$ cat src/rtl/bufr_div_pkg.sv
// Shared types, limits and helpers for the BUFR clock divider bank.
package bufr_div_pkg;

    localparam int unsigned CNT_WIDTH_DEFAULT = 16;
    localparam int unsigned CNT_WIDTH_MAX     = 32;
    localparam int unsigned MIN_DIV           = 2;

    // Period/high-time pair; held at the widest supported width so any CNT_WIDTH fits.
    typedef struct packed {
        logic [CNT_WIDTH_MAX-1:0] div;
        logic [CNT_WIDTH_MAX-1:0] high;
    } div_cfg_t;

    // A period below two cycles cannot produce a wave, so it is raised to the minimum.
    function automatic logic [CNT_WIDTH_MAX-1:0] clamp_div(input logic [CNT_WIDTH_MAX-1:0] div);
        return (div < CNT_WIDTH_MAX'(MIN_DIV)) ? CNT_WIDTH_MAX'(MIN_DIV) : div;
    endfunction

endpackage

$ cat src/rtl/bufr_div_channel.sv
// One divider channel: counter, active/shadow configuration and registered out/tick.
module bufr_div_channel
    import bufr_div_pkg::*;
#(
    parameter int unsigned CNT_WIDTH    = CNT_WIDTH_DEFAULT,
    parameter int unsigned DEFAULT_DIV  = 8,
    parameter int unsigned DEFAULT_HIGH = 4
) (
    input  logic                 bufr_clk,
    input  logic                 rst,
    input  logic                 en,
    input  logic                 sel,
    input  logic [CNT_WIDTH-1:0] cfg_div,
    input  logic [CNT_WIDTH-1:0] cfg_high,
    output logic                 pending,
    output logic                 out,
    output logic                 tick
);

    logic [CNT_WIDTH-1:0]     cnt;
    div_cfg_t                 active;
    div_cfg_t                 shadow;
    logic [CNT_WIDTH_MAX-1:0] cnt_ext;
    logic                     wrap;
    logic                     apply;
    logic                     accept;

    // Compare at full struct width; cnt never exceeds div-1 so nothing overflows.
    assign cnt_ext = CNT_WIDTH_MAX'(cnt);
    assign wrap    = en & (cnt_ext == (active.div - CNT_WIDTH_MAX'(1)));
    // A waiting shadow loads on a wrap, or at once when the channel is idle.
    assign apply   = pending & (wrap | ~en);
    // Only one config can wait per channel; a request is refused while one is pending.
    assign accept  = sel & ~pending;

    // Counter, configuration handoff and output registers.
    always_ff @(posedge bufr_clk) begin
        if (rst) begin
            cnt         <= '0;
            active.div  <= CNT_WIDTH_MAX'(DEFAULT_DIV);
            active.high <= CNT_WIDTH_MAX'(DEFAULT_HIGH);
            shadow.div  <= CNT_WIDTH_MAX'(DEFAULT_DIV);
            shadow.high <= CNT_WIDTH_MAX'(DEFAULT_HIGH);
            pending     <= 1'b0;
            out         <= 1'b0;
            tick        <= 1'b0;
        end else begin
            out  <= en & (cnt_ext < active.high);
            tick <= wrap;
            if (apply) begin
                active <= shadow;
                cnt    <= '0;
            end else if (en) begin
                cnt <= wrap ? '0 : cnt + CNT_WIDTH'(1);
            end
            if (accept) begin
                shadow.div  <= clamp_div(CNT_WIDTH_MAX'(cfg_div));
                shadow.high <= CNT_WIDTH_MAX'(cfg_high);
            end
            pending <= accept | (pending & ~apply);
        end
    end

endmodule

$ cat src/rtl/bufr_clk_divider_bank.sv
// Bank of independent programmable clock dividers driven from a BUFR output.
module bufr_clk_divider_bank
    import bufr_div_pkg::*;
#(
    parameter int unsigned CHANNELS     = 4,
    parameter int unsigned CNT_WIDTH    = CNT_WIDTH_DEFAULT,
    parameter int unsigned DEFAULT_DIV  = 8,
    parameter int unsigned DEFAULT_HIGH = 4,
    localparam int unsigned CHAN_W      = (CHANNELS > 1) ? $clog2(CHANNELS) : 1
) (
    input  logic                 bufr_clk,
    input  logic                 rst,
    input  logic [CHANNELS-1:0]  en,
    input  logic                 cfg_valid,
    output logic                 cfg_ready,
    input  logic [CHAN_W-1:0]    cfg_chan,
    input  logic [CNT_WIDTH-1:0] cfg_div,
    input  logic [CNT_WIDTH-1:0] cfg_high,
    output logic [CHANNELS-1:0]  out,
    output logic [CHANNELS-1:0]  tick
);

    logic [CHANNELS-1:0] pending;
    logic [CHANNELS-1:0] sel;

    // Ready reflects the addressed channel's slot; out-of-range targets are always accepted and dropped.
    always_comb begin
        cfg_ready = 1'b1;
        for (int unsigned c = 0; c < CHANNELS; c++) begin
            if (cfg_chan == CHAN_W'(c)) begin
                cfg_ready = ~pending[c];
            end
        end
    end

    for (genvar g = 0; g < CHANNELS; g++) begin : g_chan
        assign sel[g] = cfg_valid & (cfg_chan == CHAN_W'(g));

        bufr_div_channel #(
            .CNT_WIDTH    (CNT_WIDTH),
            .DEFAULT_DIV  (DEFAULT_DIV),
            .DEFAULT_HIGH (DEFAULT_HIGH)
        ) u_chan (
            .bufr_clk (bufr_clk),
            .rst      (rst),
            .en       (en[g]),
            .sel      (sel[g]),
            .cfg_div  (cfg_div),
            .cfg_high (cfg_high),
            .pending  (pending[g]),
            .out      (out[g]),
            .tick     (tick[g])
        );
    end

endmodule

$ cat config.mk
export PLATFORM = sky130hd
export DESIGN_NAME = bufr_clk_divider_bank
export DESIGN_NICKNAME = d
export VERILOG_FILES = /design/src/rtl/bufr_div_pkg.sv /design/src/rtl/bufr_div_channel.sv /design/src/rtl/bufr_clk_divider_bank.sv
export SDC_FILE = /design/constraint.sdc
export NUM_CORES = 1
export LEC_CHECK = 0
export CORE_ASPECT_RATIO = 1.5
export CORE_MARGIN = 1
export CORE_UTILIZATION = 56
export DETAILED_ROUTE_END_ITERATION = 10
export GPL_ROUTABILITY_DRIVEN = 0
export PLACE_DENSITY = 0.73
export SETUP_SLACK_MARGIN = 0.02
export SYNTH_ARGS = -nofsm -noshare
export SYNTH_HDL_FRONTEND = slang
export SYNTH_SLANG_ARGS = --single-unit
$ cat constraint.sdc
create_clock -name bufr_clk -period 3.7 [get_ports bufr_clk]
set_clock_uncertainty 0.2 [all_clocks]
set_input_delay 0.74 -clock bufr_clk [delete_from_list [all_inputs] [get_ports bufr_clk]]
set_output_delay 0.74 -clock bufr_clk [all_outputs]
set_load 0.05 [all_outputs]
==> metrics.md <==
| Metric | Value |
|---|---|
| Status | `finished, final reports clean` |
| Sw power | `1820 uW` |
| Logic pwr share | `6.3%` |
| P&R area growth vs syn | `14.9%` |
| Critical Path End Type | `flop` |
| Wire length on met3 | `2.21 mm` |
| First-pass GRT wire length | `68.7 mm` |
| Via count | `14.2k` |
| HPWL Detailed | `30.2 mm` |
| Largest net degree at the start of global routing | `63` |
| CP Max Fanout | `10` |
| Mapped Nets | `2,160` |
| Slew headroom | `22.8%` |
| Worst EP arrival | `3.86 ns` |
| Total gr overflow | `0` |
| Clk pin slew, worst setup/hold paths | `0.06 ns` |
| Final Hold Fails | `0` |
| CTS Buffer Depth | `3` |
| Number of inserted diodes | `0` |
| Synthesis-stage register bit count | `332` |
| Setup CP Type | `flop to flop` |
| Worst min path class | `flop to flop` |
| # IOs | `50` |
| Number of global-route vias before repair | `13.8k` |
| Pint | `5870 uW` |
| Top layer in use | `met5` |
| Flop pwr share | `47.9%` |
| TritonCTS clock tree | `built` |
| CTS Sinks | `332` |
| Prevailing post-synth register cell | `dfxtp_1` |
| Die width | `143 um` |
| Mapped Area | `16,600 um2` |
| Layout cell share with drive strength beyond 1 | `8.42%` |
| Sequential Area | `6650 um2` |
| Chip Height | `213 um` |
| Cell mode on critical path | `nor4_2` |
| DR WL/cell | `17.4 um` |
| CP peak stage delay | `0.37 ns` |
| Peak VDD IR | `0.436 mV` |
| Post-synthesis sequential area ratio | `39.9%` |
| Inst Count DP | `2,439` |
| RSZ-0062 raised after global routing | `true` |
| Die area | `30,400 um2` |
| Max Clock Freq | `278 MHz` |
| Worst path cell trace | `nor4_2 -> and2_1 -> and2_4 -> and3_1 -> ha_1 -> xnor2_1 -> nor4_2 -> o211ai_1 -> a211oi_1 -> nand4b_1 -> o31ai_4 -> buf_12 -> clkbuf_16 -> mux2i_1` |
| Fill count | `2,443` |
| Post-synth EDFFs | `0` |
| Nets | `2,203` |
| Minimum clock period | `3.60 ns` |
| Final Max Tran Viols | `0` |
| Post-Layout Cell Count | `2,510` |
| Number of synthesis warnings | `0` |
| DR DRC count | `0` |
| Static leakage | `0.00696 uW` |
| Synthesized area per cell | `8.13 um2` |
| H-tree levels | `2` |
| Met1 wire length | `17.2 mm` |
| Max Cap Viol | `0` |
| Slowest cell on the critical path | `nor4_2` |
| GRT Overall Usage | `28.7%` |
| Root Driver | `clkbuf_16` |
| Routed Antenna Nets | `0` |
| Initial antenna violation count | `1` |
| Drt total wl | `43.6 mm` |
| Starting Density | `56.7%` |
| I/O Buffers | `49` |
| Cts bufs inserted | `34` |
| Clk Latency, worst-skew pair | `0.53 ns` |
| Placement Rows | `77` |
| Met2 routed WL | `21.9 mm` |
| Via/cell ratio | `5.66` |
| DRT iter0 DRCs | `778` |
| Period utilization | `97.2%` |
| Startpoint type of the worst setup path | `flop` |
| Async SR Flop Fraction | `0%` |
| Final setup vio count | `0` |
| Netlist cell types | `72` |
| Crit path max-delay family | `simple AND/OR/NAND/NOR gates` |
| First-pass detailed-route iteration total | `5` |
| Power share of the clock group | `45.8%` |
| Multi-input logic area | `9180 um2` |
| Worst slew pin tran | `1.16 ns` |
| Post-Syn Instances | `2,047` |
| Final setup TNS | `0 ns` |
| Sw Share | `23.7%` |
| Power Dens Cells | `402 nW/um2` |
| CP required | `3.96 ns` |
| Core area | `29,400 um2` |
| WP buf/inv | `2` |
## timing repair
| item | 4_1_cts | 5_1_grt |
|---|---|---|
| hold buffers | 0 | 0 |
| gates resized for setup | 0 | 19 |
| setup endpoints to repair | 0 | 188 |
| setup buffers | 0 | 3 |
| endpoints found under the hold margin | 0 | 0 |
## stage by stage
| step | util [%] | area (um2) | setup slack [ns] | power [uW] | hold slack [ns] |
|---|---|---|---|---|---|
| floorplan | - | 16700 | 0.0604 | 4030 | 0.235 |
| global placement | 60.3 | 17700 | 0.143 | 4220 | 0.242 |
| detailed placement | 60.3 | 17700 | 0.0729 | 4230 | 0.246 |
| CTS | 64.2 | 18900 | 0.0579 | 7720 | 0.247 |
| global route | 65.1 | 19100 | -0.0918 | 7920 | 0.270 |
| finish | 65.1 | 19100 | 0.103 | 7690 | 0.244 |
## worst min-delay path: stages, from the launching register on
cell	delay (ns)
dfxtp_1	0.31
nand2_1	0.05
mux2i_1	0.05
## layout by cell type, fill, tap and decap left out, types with 42 or more instances in the layout
cell type and instances:
mux2i_1 134, ha_1 72, a21oi_1 148, clkdlybuf4s50_1 47
nor3_1 47, xnor2_1 70, xor2_1 60, inv_1 91
dfxtp_1 330, clkbuf_16 42, nand2_1 538, buf_4 68
nor2_1 111
## final cells by class
type	instances	share of cell area [%]
Clock buffer	48	5.26
Clock inverter	13	0.706
Inverter	92	1.83
Multi-Input combinational cell	1498	48.0
Sequential cell	332	34.7
Tap cell	395	2.58
Timing Repair Buffer	132	6.88
## layer usage
metal / vias up / track usage [%]
li1: 6976 / -
met1: 6710 / 32.5
met2: 374 / 50.9
met3: 138 / 4.96
met4: 2 / 15.6
met5: - / 0
## cell usage after synthesis (all sizes together), types with 4 or more instances
library cell  number  area, um2
nand3             41        210
xnor2             70        613
clkbuf            98        368
nand2b             9       56.3
dfxtp            332       6650
xor2              60        526
and2               5       31.3
nand2            538       2020
and3              27        169
a21oi            148        741
nand4             31        200
or4               12        101
a2111oi            5       43.8
o211ai            14        115
buf               27        235
nor3              50        250
ha                72        901
or4b               4       40.0
a211oi            16        138
o2111ai            4       41.3
nor2             111        417
nor3b             10       75.1
a31oi              7       43.8
nor4              21        153
o21ai             22        121
mux2i            134       1340
a21o              23        173
nand3b             4       30.0
inv               92        345
nor4b              4       41.3
nor2b              8       50.1
o31ai              5       42.5
or3                8       50.1
## logic make-up (layout without fill, tap and decap cells)
group	Yosys count	count (layout)	synth area share (%)
mux	135	135	8.12
flops	332	332	39.9
compound gates	271	271	10.3
simple gates	890	890	23.7
xor+xnor	130	130	6.84
buf+inv	217	285	5.70
fa+ha+maj	72	72	5.41
## sequential cells by signal, indices dropped and copies added, names as in the netlist
| signal | count |
|---|---|
| g_chan.u_chan.pending | 4 |
| g_chan.u_chan.out | 4 |
| g_chan.u_chan.active | 128 |
| g_chan.u_chan.cnt | 64 |
| g_chan.u_chan.shadow | 128 |
| g_chan.u_chan.tick | 4 |
## power by group through the flow
stage	Clock, uW	Sequential [uW]	Combinational [uW]
floorplan	0	3750	282
global placement	0	3760	457
detailed placement	0	3760	466
CTS	3570	3680	469
global route	3710	3690	524
finish	3520	3680	485
## final timing paths
check | cells past startpoint | slack (ns) | endpoint | startpoint
worst max register to register | 14 | 0.10 | g_chan[1].u_chan.active[0] | g_chan[1].u_chan.active[37]
worst min-delay path | 2 | 0.24 | g_chan[1].u_chan.active[5] | g_chan[1].u_chan.shadow[5]
worst min register to register | 2 | 0.24 | g_chan[1].u_chan.active[5] | g_chan[1].u_chan.shadow[5]
worst max-delay path | 14 | 0.10 | g_chan[1].u_chan.active[0] | g_chan[1].u_chan.active[37]
(Power assumes the default switching activity.)
